## src/rtl/score_keeper.sv

```systemverilog
// score_keeper
//   Single-clock match scoring stage between the ball datapath and the game
//   control FSM / HEX displays. Edge-detects the per-player point strobes,
//   ignores further points for a lockout window after each accepted point,
//   keeps saturating 4-bit scores, flags the match winner and drives two
//   active-low 7-segment digits.
//
// Optional feature macro: SCORE_WIN_BY_TWO_EN
//   defined   -> win needs score >= WIN_SCORE and a lead of 2 (lead of 1 at 15)
//   undefined -> first player whose score reaches WIN_SCORE wins
//
// Ports:
//   clk        in   system clock
//   reset      in   asynchronous active-high reset
//   clear      in   synchronous: zero scores, return to play
//   point_0    in   player 0 scored (level or pulse)
//   point_1    in   player 1 scored (level or pulse)
//   score_0    out  [3:0] player 0 score
//   score_1    out  [3:0] player 1 score
//   point_evt  out  one-cycle pulse per accepted point
//   match_over out  a winner exists
//   winner     out  0 = player 0, 1 = player 1 (valid while match_over)
//   hex_0      out  [6:0] active-low segments {g..a} for score_0
//   hex_1      out  [6:0] active-low segments {g..a} for score_1

module score_keeper #(
  parameter int WIN_SCORE      = 4,
  parameter int LOCKOUT_CYCLES = 1_000_000
) (
  input  logic       clk,
  input  logic       reset,
  input  logic       clear,
  input  logic       point_0,
  input  logic       point_1,
  output logic [3:0] score_0,
  output logic [3:0] score_1,
  output logic       point_evt,
  output logic       match_over,
  output logic       winner,
  output logic [6:0] hex_0,
  output logic [6:0] hex_1
);

  localparam int         CW  = (LOCKOUT_CYCLES > 1) ? $clog2(LOCKOUT_CYCLES) : 1;
  localparam logic [3:0] WIN = 4'(WIN_SCORE);
  localparam logic [CW-1:0] LOCK_LOAD = CW'(LOCKOUT_CYCLES - 1);

  typedef enum logic [1:0] {
    PLAY    = 2'd0,
    LOCKOUT = 2'd1,
    OVER    = 2'd2
  } state_t;

  state_t        state, state_n;
  logic [CW-1:0] cnt, cnt_n;
  logic          p0_q, p1_q;
  logic [3:0]    score_0_n, score_1_n;
  logic          point_evt_n, match_over_n, winner_n;

  logic          rise_0, rise_1;
  logic [3:0]    inc_0, inc_1;
  logic          win_0, win_1;

  assign rise_0 = point_0 & ~p0_q;
  assign rise_1 = point_1 & ~p1_q;

  // Saturating increment: a score of 15 stays at 15.
  assign inc_0 = (score_0 == 4'hF) ? 4'hF : score_0 + 4'd1;
  assign inc_1 = (score_1 == 4'hF) ? 4'hF : score_1 + 4'd1;

`ifdef SCORE_WIN_BY_TWO_EN
  // Lead of two required, except a saturated 15 wins with any lead.
  assign win_0 = (inc_0 >= WIN) &&
                 (({1'b0, inc_0} >= {1'b0, score_1} + 5'd2) ||
                  ((inc_0 == 4'hF) && (inc_0 > score_1)));
  assign win_1 = (inc_1 >= WIN) &&
                 (({1'b0, inc_1} >= {1'b0, score_0} + 5'd2) ||
                  ((inc_1 == 4'hF) && (inc_1 > score_0)));
`else
  assign win_0 = (inc_0 == WIN);
  assign win_1 = (inc_1 == WIN);
`endif

  always_ff @(posedge clk or posedge reset) begin
    if (reset) begin
      state      <= PLAY;
      cnt        <= '0;
      p0_q       <= 1'b0;
      p1_q       <= 1'b0;
      score_0    <= '0;
      score_1    <= '0;
      point_evt  <= 1'b0;
      match_over <= 1'b0;
      winner     <= 1'b0;
    end else begin
      state      <= state_n;
      cnt        <= cnt_n;
      p0_q       <= point_0;
      p1_q       <= point_1;
      score_0    <= score_0_n;
      score_1    <= score_1_n;
      point_evt  <= point_evt_n;
      match_over <= match_over_n;
      winner     <= winner_n;
    end
  end

  always_comb begin
    state_n      = state;
    cnt_n        = cnt;
    score_0_n    = score_0;
    score_1_n    = score_1;
    point_evt_n  = 1'b0;
    match_over_n = match_over;
    winner_n     = winner;

    if (clear) begin
      state_n      = PLAY;
      cnt_n        = '0;
      score_0_n    = '0;
      score_1_n    = '0;
      match_over_n = 1'b0;
      winner_n     = 1'b0;
    end else begin
      unique case (state)
        PLAY: begin
          // Simultaneous rises cancel: neither player is awarded.
          if (rise_0 && !rise_1) begin
            point_evt_n = 1'b1;
            score_0_n   = inc_0;
            if (win_0) begin
              state_n      = OVER;
              match_over_n = 1'b1;
              winner_n     = 1'b0;
            end else begin
              state_n = LOCKOUT;
              cnt_n   = LOCK_LOAD;
            end
          end else if (rise_1 && !rise_0) begin
            point_evt_n = 1'b1;
            score_1_n   = inc_1;
            if (win_1) begin
              state_n      = OVER;
              match_over_n = 1'b1;
              winner_n     = 1'b1;
            end else begin
              state_n = LOCKOUT;
              cnt_n   = LOCK_LOAD;
            end
          end
        end
        LOCKOUT: begin
          // Return to PLAY the cycle after the counter reaches zero.
          if (cnt == '0) begin
            state_n = PLAY;
          end else begin
            cnt_n = cnt - CW'(1);
          end
        end
        OVER: begin
          state_n = OVER;
        end
        default: begin
          state_n = PLAY;
        end
      endcase
    end
  end

  function automatic logic [6:0] seg7(input logic [3:0] v);
    logic [6:0] s;
    s = 7'b1111111;
    case (v)
      4'h0: s = 7'b1000000;
      4'h1: s = 7'b1111001;
      4'h2: s = 7'b0100100;
      4'h3: s = 7'b0110000;
      4'h4: s = 7'b0011001;
      4'h5: s = 7'b0010010;
      4'h6: s = 7'b0000010;
      4'h7: s = 7'b1111000;
      4'h8: s = 7'b0000000;
      4'h9: s = 7'b0010000;
      4'hA: s = 7'b0001000;
      4'hB: s = 7'b0000011;
      4'hC: s = 7'b1000110;
      4'hD: s = 7'b0100001;
      4'hE: s = 7'b0000110;
      4'hF: s = 7'b0001110;
      default: s = 7'b1111111;
    endcase
    return s;
  endfunction

  assign hex_0 = seg7(score_0);
  assign hex_1 = seg7(score_1);

endmodule

```

## config.mk

```make
export PLATFORM = sky130hd
export DESIGN_NAME = score_keeper
export DESIGN_NICKNAME = d
export VERILOG_FILES = /design/src/rtl/score_keeper.sv
export SDC_FILE = /design/constraint.sdc
export NUM_CORES = 1
export LEC_CHECK = 0
export CORE_MARGIN = 2
export CORE_UTILIZATION = 50
export DETAILED_ROUTE_END_ITERATION = 6
export PLACE_DENSITY = 0.79
export SYNTH_ARGS = -nofsm -noshare
export SYNTH_HDL_FRONTEND = slang
export SYNTH_SLANG_ARGS = --single-unit
```

## constraint.sdc

```tcl
create_clock -name clk -period 2.3 [get_ports clk]
set_input_delay 0.46 -clock clk [delete_from_list [all_inputs] [get_ports clk]]
set_output_delay 0.46 -clock clk [all_outputs]
set_load 0.01 [all_outputs]
```

==> results of run 1 <==
power breakdown:
part	total, W	internal [W]	switching, W
sequential	0.000728	0.000665	0.0000625
combinational	0.000575	0.000257	0.000319
clock	0.000588	0.000351	0.000237
worst max-delay path by stage:
stage                          end       start  slack (ns)  cells past startpoint
after floorplan            cnt[16]  score_1[0]        0.02                      7
after global placement     cnt[18]     point_0       -0.23                      7
after detailed placement    cnt[3]     point_0       -0.31                      7
after CTS                 hex_0[0]  score_0[1]      0.0009                      6
after global routing       cnt[19]     point_1       -0.02                      7
final                     hex_1[0]  score_1[0]        0.06                      6
per-stage QoR:
| step | utilization | hold slack, ns |
|---|---|---|
| 2_1_floorplan | - | 0.491 |
| 3_3_place_gp | 0.617 | 0.525 |
| 3_5_place_dp | 0.617 | 0.529 |
| 4_1_cts | 0.654 | 0.544 |
| 5_1_grt | 0.665 | 0.306 |
| 6_report | 0.665 | 0.303 |
what timing repair did:
action                                  CTS  global route
cloned                                    0             1
endpoints found under the hold margin     0             0
endpoints found under the setup margin   15            21
setup buffers                             3             3
gates resized for setup                  34            14
pin swaps                                 0             2
registers in the layout, indices dropped and copies added, names as in the netlist:
register / cells
cnt: 20
score_0: 4
score_1: 4
state: 2
match_over: 1
p0_q: 1
p1_q: 1
point_evt: 1
winner: 1
kinds of logic (layout without fill, tap and decap cells):
family,after synthesis,after routing
fa+ha+maj,16,16
mux,10,10
flops,35,35
simple gates,108,108
buf+inv,38,94
xor+xnor,1,1
compound gates,83,84
worst max-delay path, stage by stage, from the launching register on:
cell and delay, ns:
dfrtp_1 0.43, inv_2 0.13, ha_1 0.18, nor2_1 0.05, or3b_2 0.45, o21ai_0 0.09, buf_2 0.15
cell usage in the layout (no fill, tap or decap), types with 3 or more instances in the layout:
cell type | synthesis | routed
nor4_1 | 3 | 3
nor2b_1 | 10 | 8
and2_1 | 5 | 5
a32o_1 | 3 | 3
inv_2 | 0 | 4
or3_1 | 4 | 4
o2111a_1 | 5 | 5
clkbuf_8 | 0 | 6
a32oi_1 | 3 | 3
dfrtp_2 | 0 | 4
nor3_1 | 13 | 13
nand2_1 | 19 | 19
ha_1 | 16 | 10
nor3b_1 | 3 | 3
nor2_1 | 20 | 20
nand3_1 | 9 | 8
ha_4 | 0 | 5
buf_2 | 4 | 3
a22o_1 | 3 | 3
mux2i_1 | 6 | 6
dlygate4sd2_1 | 0 | 7
dfrtp_1 | 35 | 31
buf_4 | 0 | 39
a31oi_1 | 9 | 9
clkdlybuf4s50_1 | 0 | 15
nand2b_1 | 4 | 4
inv_1 | 17 | 13
a211oi_1 | 5 | 5
o211ai_1 | 6 | 6
a21oi_1 | 18 | 18
nand4_1 | 5 | 5
o21ai_0 | 13 | 13
per-layer routing:
metal | wire, microns | share of wire | vias up
met2 | 3380 | 0.51 | 62
li1 | - | - | 1197
met1 | 2980 | 0.45 | 1198
met5 | 0 | 0 | -
met3 | 255 | 0.038 | 8
met4 | 57 | 0.0085 | 0
final cells by class:
type / instances / area [sq um] / area share
Sequential cell: 35 / 881 / 0.263
Timing Repair Buffer: 69 / 571 / 0.170
Clock buffer: 6 / 82.6 / 0.0246
Tap cell: 70 / 87.6 / 0.0261
Multi-Input combinational cell: 219 / 1630 / 0.487
Inverter: 17 / 63.8 / 0.0190
Clock inverter: 2 / 35.0 / 0.0105
==> flow_summary_export.csv, run 1 <==
group,metric,value,unit
critical_path,rrSetupSlack,0.08,ns
timing,hold_viol_final,0,
clock_network,cts_made_buffers,5,
clock_network,clockBufferDepth,2,
clock_network,htreeDepth,2,
timing,fin_crit_sh,0.973,
floorplan,die_width,75.9,microns
drt,wirelength,6.67,mm
synth,netlist_area,0.00258,sq mm
grt,grt_max_degree,36,
synth,synth_flop_cell,"dfrtp_1",
floorplan,dieArea,0.00576,sq mm
power,powerDensity,564,mW/mm^2
grt,grt_use_met2,0.389,
synth,synth_top_family_by_area,"compound AO/OA/AOI/OAI gates",
synth,synth_compound_area_frac,0.235,
placed_design,gp_congestion,0.807,
synth,synthCells,291,
power,power.leakage,1.45,nW
timing,setup_viol,0,
synth,async_flop_share,1.00,
timing,final.min_clock_period,2.24,ns
floorplan,row_count,26,
timing,postLayoutSetupSlackWorst,0.0624,ns
synth,synthSimpleGateAreaFrac,0.230,
timing,fmax,447,MHz
clock_network,cts_tree,"yes",
min_path,hold_class,"input port to flip-flop",
critical_path,ff2ff_path_depth,8,
final_layout,stdcell_area,0.00335,sq mm
drt,drcViolationCount,0,
grt,met3_usage,0.0429,
grt,antenna_found_initial,0,
synth,synth.top_cells.by_count,"35 x dfrtp_1, 20 x nor2_1, 19 x nand2_1, 18 x a21oi_1, 17 x inv_1",
critical_path,critPathLaunchType,"flip-flop",
placed_design,hpwlAfterDp,4.51,mm
status,status,"finished, final reports clean",
final_layout,area_delta_synth_final,29.6,%
drt,drtAntennaViolNets,0,
timing,fin_tns_setup,0,ns
grt,grt_use_total,0.228,
clock_network,clk_pin_slew,0.07,ns
synth,ys_ff_latch,35,
synth,synth_fa_ha_area_frac,0.0774,
critical_path,end_kind,"output port",
floorplan,fp.coreArea,0.00504,sq mm
synth,ys_seq_area_frac,0.339,
drt,firstDrtPassIters,5,
synth,synth_edf_count,0,
floorplan,initial_core_util,0.513,
synth,synth.area.top_cells,"dfrtp_1 34%, ha_1 7.7%, a21oi_1 3.5%, nor2_1 2.9%, nand2_1 2.8%",
clock_network,cts-root-buf,"clkbuf_8",
floorplan,io_pins,30,
grt,use_met1,0.301,
synth,yosys_warnings,0,
power,total_power,0.00189,W
synth,synth.most_common_cell,"dfrtp_1",
critical_path,timing.rr.start,"score_0[0]",
critical_path,worst_ep_arrival_time,1.78,ns
critical_path,regToRegEndpoint,"cnt[19]",
drt,via_per_inst,5.90,
critical_path,worstPathMaxFanout,4,
placed_design,portBuffers,29,
final_layout,fillers,402,
grt,top_usage_layer,"met2",
final_layout,drive_above_1_share,0.239,
critical_path,crit_type,"flip-flop to output port",
flow_run,cap_violations,0,
synth,ys_types,53,
drt,drt_iter0_markers,255,
min_path,holdPathEnd,"p0_q",
clock_network,hold_buffers,0,
synth,synth_top_area_share,0.339,
drt,vias,2465,
final_layout,finalNonFillerCells,418,
grt,grt_pass1_wl,10.9,mm
drt,wl_per_cell,16.0,microns
final_layout,nNetsFinal,368,
synth,yosysTopAreaCell,"dfrtp_1",
timing,finalMaxSlewViolations,0,
final_layout,diodes,0,
power,vdd_drop_max,0.489,mV
clock_network,clock_sink_count,35,
synth,synth_xor_area_frac,0.00339,
grt,grt_pass1_vias,2337,
min_path,hold_path_startpoint,"point_0",
timing,relSlewSlack,0.479,
timing,clock_skew,0.0103,ns
floorplan,die_h,75.9,microns
timing,tightestPinTransition,0.776,ns
placed_design,placed_cells,403,
clock_network,clock_latency,0.30,ns
grt,overflow,0,
synth,avgSynthCellArea,8.88,sq um
placed_design,post_dp_cell_area,0.00311,sq mm
min_path,hold_depth,1,
critical_path,crit_required,1.84,ns
synth,synthesis.nets,312,
placed_design,place_ws,-0.310,ns
synth,synth_mux_area_frac,0.0494,
Note: power is estimated with default switching activity, not from simulation.
==> run 2: changes to the inputs <==
--- a/config.mk
+++ b/config.mk
@@ -7,8 +7,10 @@
 export LEC_CHECK = 0
 export CORE_MARGIN = 2
 export CORE_UTILIZATION = 50
+export CTS_BUF_LIST = sky130_fd_sc_hd__clkbuf_4 sky130_fd_sc_hd__clkbuf_8
 export DETAILED_ROUTE_END_ITERATION = 6
 export PLACE_DENSITY = 0.79
+export SETUP_SLACK_MARGIN = 0.2
 export SYNTH_ARGS = -nofsm -noshare
 export SYNTH_HDL_FRONTEND = slang
 export SYNTH_SLANG_ARGS = --single-unit
==> run 2 against run 1 <==
- total power is 3.5% lower
- global-route usage up 0.70 points
- clock power down 20%
- maximum frequency up 2.7%
- sequential power rose by 0.8%
- cell area increased by 3.9%
- register-to-register slack better by 0.09 ns
- clock-buffer cell count is 1 higher
- cell count increased by 1.2%
==> flow_summary_export.csv, run 2 (synthesis gave the netlist of run 1 again) <==
group,metric,value,unit
critical_path,slowest_stage,"mux4_2",
status,status,"finished, final reports clean",
placed_design,placed_cells,403,
power,power.leakage,1.46,nW
critical_path,crit_type,"flip-flop to output port",
final_layout,final_cell_mix,"39 x buf_4, 30 x dfrtp_1, 20 x nor2_1, 18 x nand2_1, 17 x a21oi_1",
clock_network,cts_made_buffers,5,
critical_path,crit_top_cell,"inv_4",
flow_run,cap_violations,0,
power,total_power,0.00182,W
clock_network,hold_buffers,0,
min_path,hold_class,"input port to flip-flop",
drt,wl_per_cell,16.5,microns
min_path,hold_depth,1,
timing,fin_tns_setup,0,ns
final_layout,largestRegisters,"cnt (20), score_0 (4), score_1 (4)",
timing,hold_slack,0.426,ns
critical_path,rrSetupSlack,0.17,ns
critical_path,cp_slowest_stage_delay,0.46,ns
grt,grt_pass1_vias,2402,
grt,antenna_found_initial,0,
clock_network,clockBufferDepth,2,
critical_path,cp_top_family,"multiplexers",
grt,grt_max_degree,36,
floorplan,io_pins,30,
floorplan,fp.coreArea,0.00504,sq mm
critical_path,ff2ff_path_depth,7,
critical_path,worst_ep_arrival_time,1.72,ns
final_layout,largest_reg_flops,20,
floorplan,row_count,26,
timing,setup_viol,0,
critical_path,worstPathMaxFanout,4,
drt,drtAntennaViolNets,0,
placed_design,hpwlAfterDp,4.37,mm
timing,fmax,459,MHz
min_path,hold_path_startpoint,"point_1",
critical_path,path_cells,"inv_4 > ha_4 > inv_4 > mux4_2 > buf_6",
timing,relSlewSlack,0.690,
clock_network,htreeDepth,2,
critical_path,critPathLaunchType,"flip-flop",
final_layout,area_delta_synth_final,34.7,%
timing,hold_viol_final,0,
placed_design,gp_congestion,0.777,
floorplan,dieArea,0.00576,sq mm
floorplan,die_width,75.9,microns
final_layout,finalNonFillerCells,423,
grt,overflow,0,
timing,rsz0062_at_grt,"true",
power,powerDensity,524,mW/mm^2
clock_network,cts_tree,"yes",
drt,firstDrtPassIters,5,
timing,finalMaxSlewViolations,0,
final_layout,nNetsFinal,373,
critical_path,timing.rr.start,"score_1[0]",
critical_path,end_kind,"output port",
grt,grt_use_total,0.235,
power,vdd_drop_max,0.463,mV
min_path,holdPathEnd,"p1_q",
final_layout,drive_above_1_share,0.314,
clock_network,clock_latency,0.29,ns
critical_path,crit_required,1.84,ns
drt,vias,2488,
floorplan,initial_core_util,0.513,
grt,grt_pass1_wl,11.2,mm
floorplan,die_h,75.9,microns
final_layout,stdcell_area,0.00348,sq mm
drt,wirelength,6.96,mm
clock_network,clock_sink_count,35,
drt,drcViolationCount,0,
clock_network,cts-root-buf,"clkbuf_8",
critical_path,cp.buffers_inverters,3,
timing,tightestPinTransition,0.464,ns
placed_design,portBuffers,29,
clock_network,clk_pin_slew,0.07,ns
timing,fin_crit_sh,0.947,
placed_design,post_dp_cell_area,0.00315,sq mm
final_layout,top_register,"cnt",
drt,drt_iter0_markers,253,
critical_path,regToRegEndpoint,"cnt[18]",
final_layout,diodes,0,
timing,final.min_clock_period,2.18,ns
timing,clock_skew,0.0116,ns
drt,via_per_inst,5.88,
final_layout,final_common_cell,"buf_4",
[run 2: through the flow]
stage,setup slack (ns),utilization
2_1_floorplan,0.161,-
3_3_place_gp,-0.238,0.625
3_5_place_dp,-0.277,0.625
4_1_cts,0.103,0.665
5_1_grt,0.0841,0.691
6_report,0.122,0.691
[run 2: layout make-up]
cell class	count	area, sq um
Multi-Input combinational cell	219	1740
Fill cell	385	1560
Sequential cell	35	882
Timing Repair Buffer	74	608
Tap cell	70	87.6
Clock buffer	7	83.8
Inverter	17	78.8
Clock inverter	1	5.00
[run 2: timing repair]
item	CTS	global route
hold endpoints to repair	0	0
resized for setup	59	36
cloned	1	0
setup endpoints to repair	33	33
pin swaps	8	17
buffers inserted	5	6
[run 2: routing by layer]
layer | track usage | part of all wire | up-vias
met4 | 0.0855 | 0.018 | 0
met1 | 0.303 | 0.43 | 1211
met2 | 0.401 | 0.52 | 65
met5 | 0 | 0 | -
li1 | - | - | 1201
met3 | 0.0381 | 0.039 | 11
[run 2: worst max-delay path by stage]
stage                          start  endpoint  slack, ns  cells after the start
after floorplan           score_1[0]   cnt[16]       0.16                      8
after global placement       point_1    cnt[5]      -0.24                      7
after detailed placement     point_0   cnt[18]      -0.28                      7
after CTS                 score_1[0]  hex_1[3]       0.10                      5
after global routing      score_1[0]  hex_1[3]       0.08                      5
final                     score_1[0]  hex_1[3]       0.12                      5
[run 2: where the power goes]
| part | internal [W] | switching, W |
|---|---|---|
| Combinational | 0.000278 | 0.000342 |
| Clock | 0.000236 | 0.000233 |
| Sequential | 0.000666 | 0.0000686 |
==> run 3: changes to the inputs <==
--- a/config.mk
+++ b/config.mk
@@ -9,6 +9,7 @@
 export CORE_UTILIZATION = 50
 export CTS_BUF_LIST = sky130_fd_sc_hd__clkbuf_4 sky130_fd_sc_hd__clkbuf_8
 export DETAILED_ROUTE_END_ITERATION = 6
+export HOLD_SLACK_MARGIN = 0.03
 export PLACE_DENSITY = 0.79
 export SETUP_SLACK_MARGIN = 0.2
 export SYNTH_ARGS = -nofsm -noshare
==> results of run 3 <==
Same layout as run 2: the final DEF is identical, and so are final timing and power.
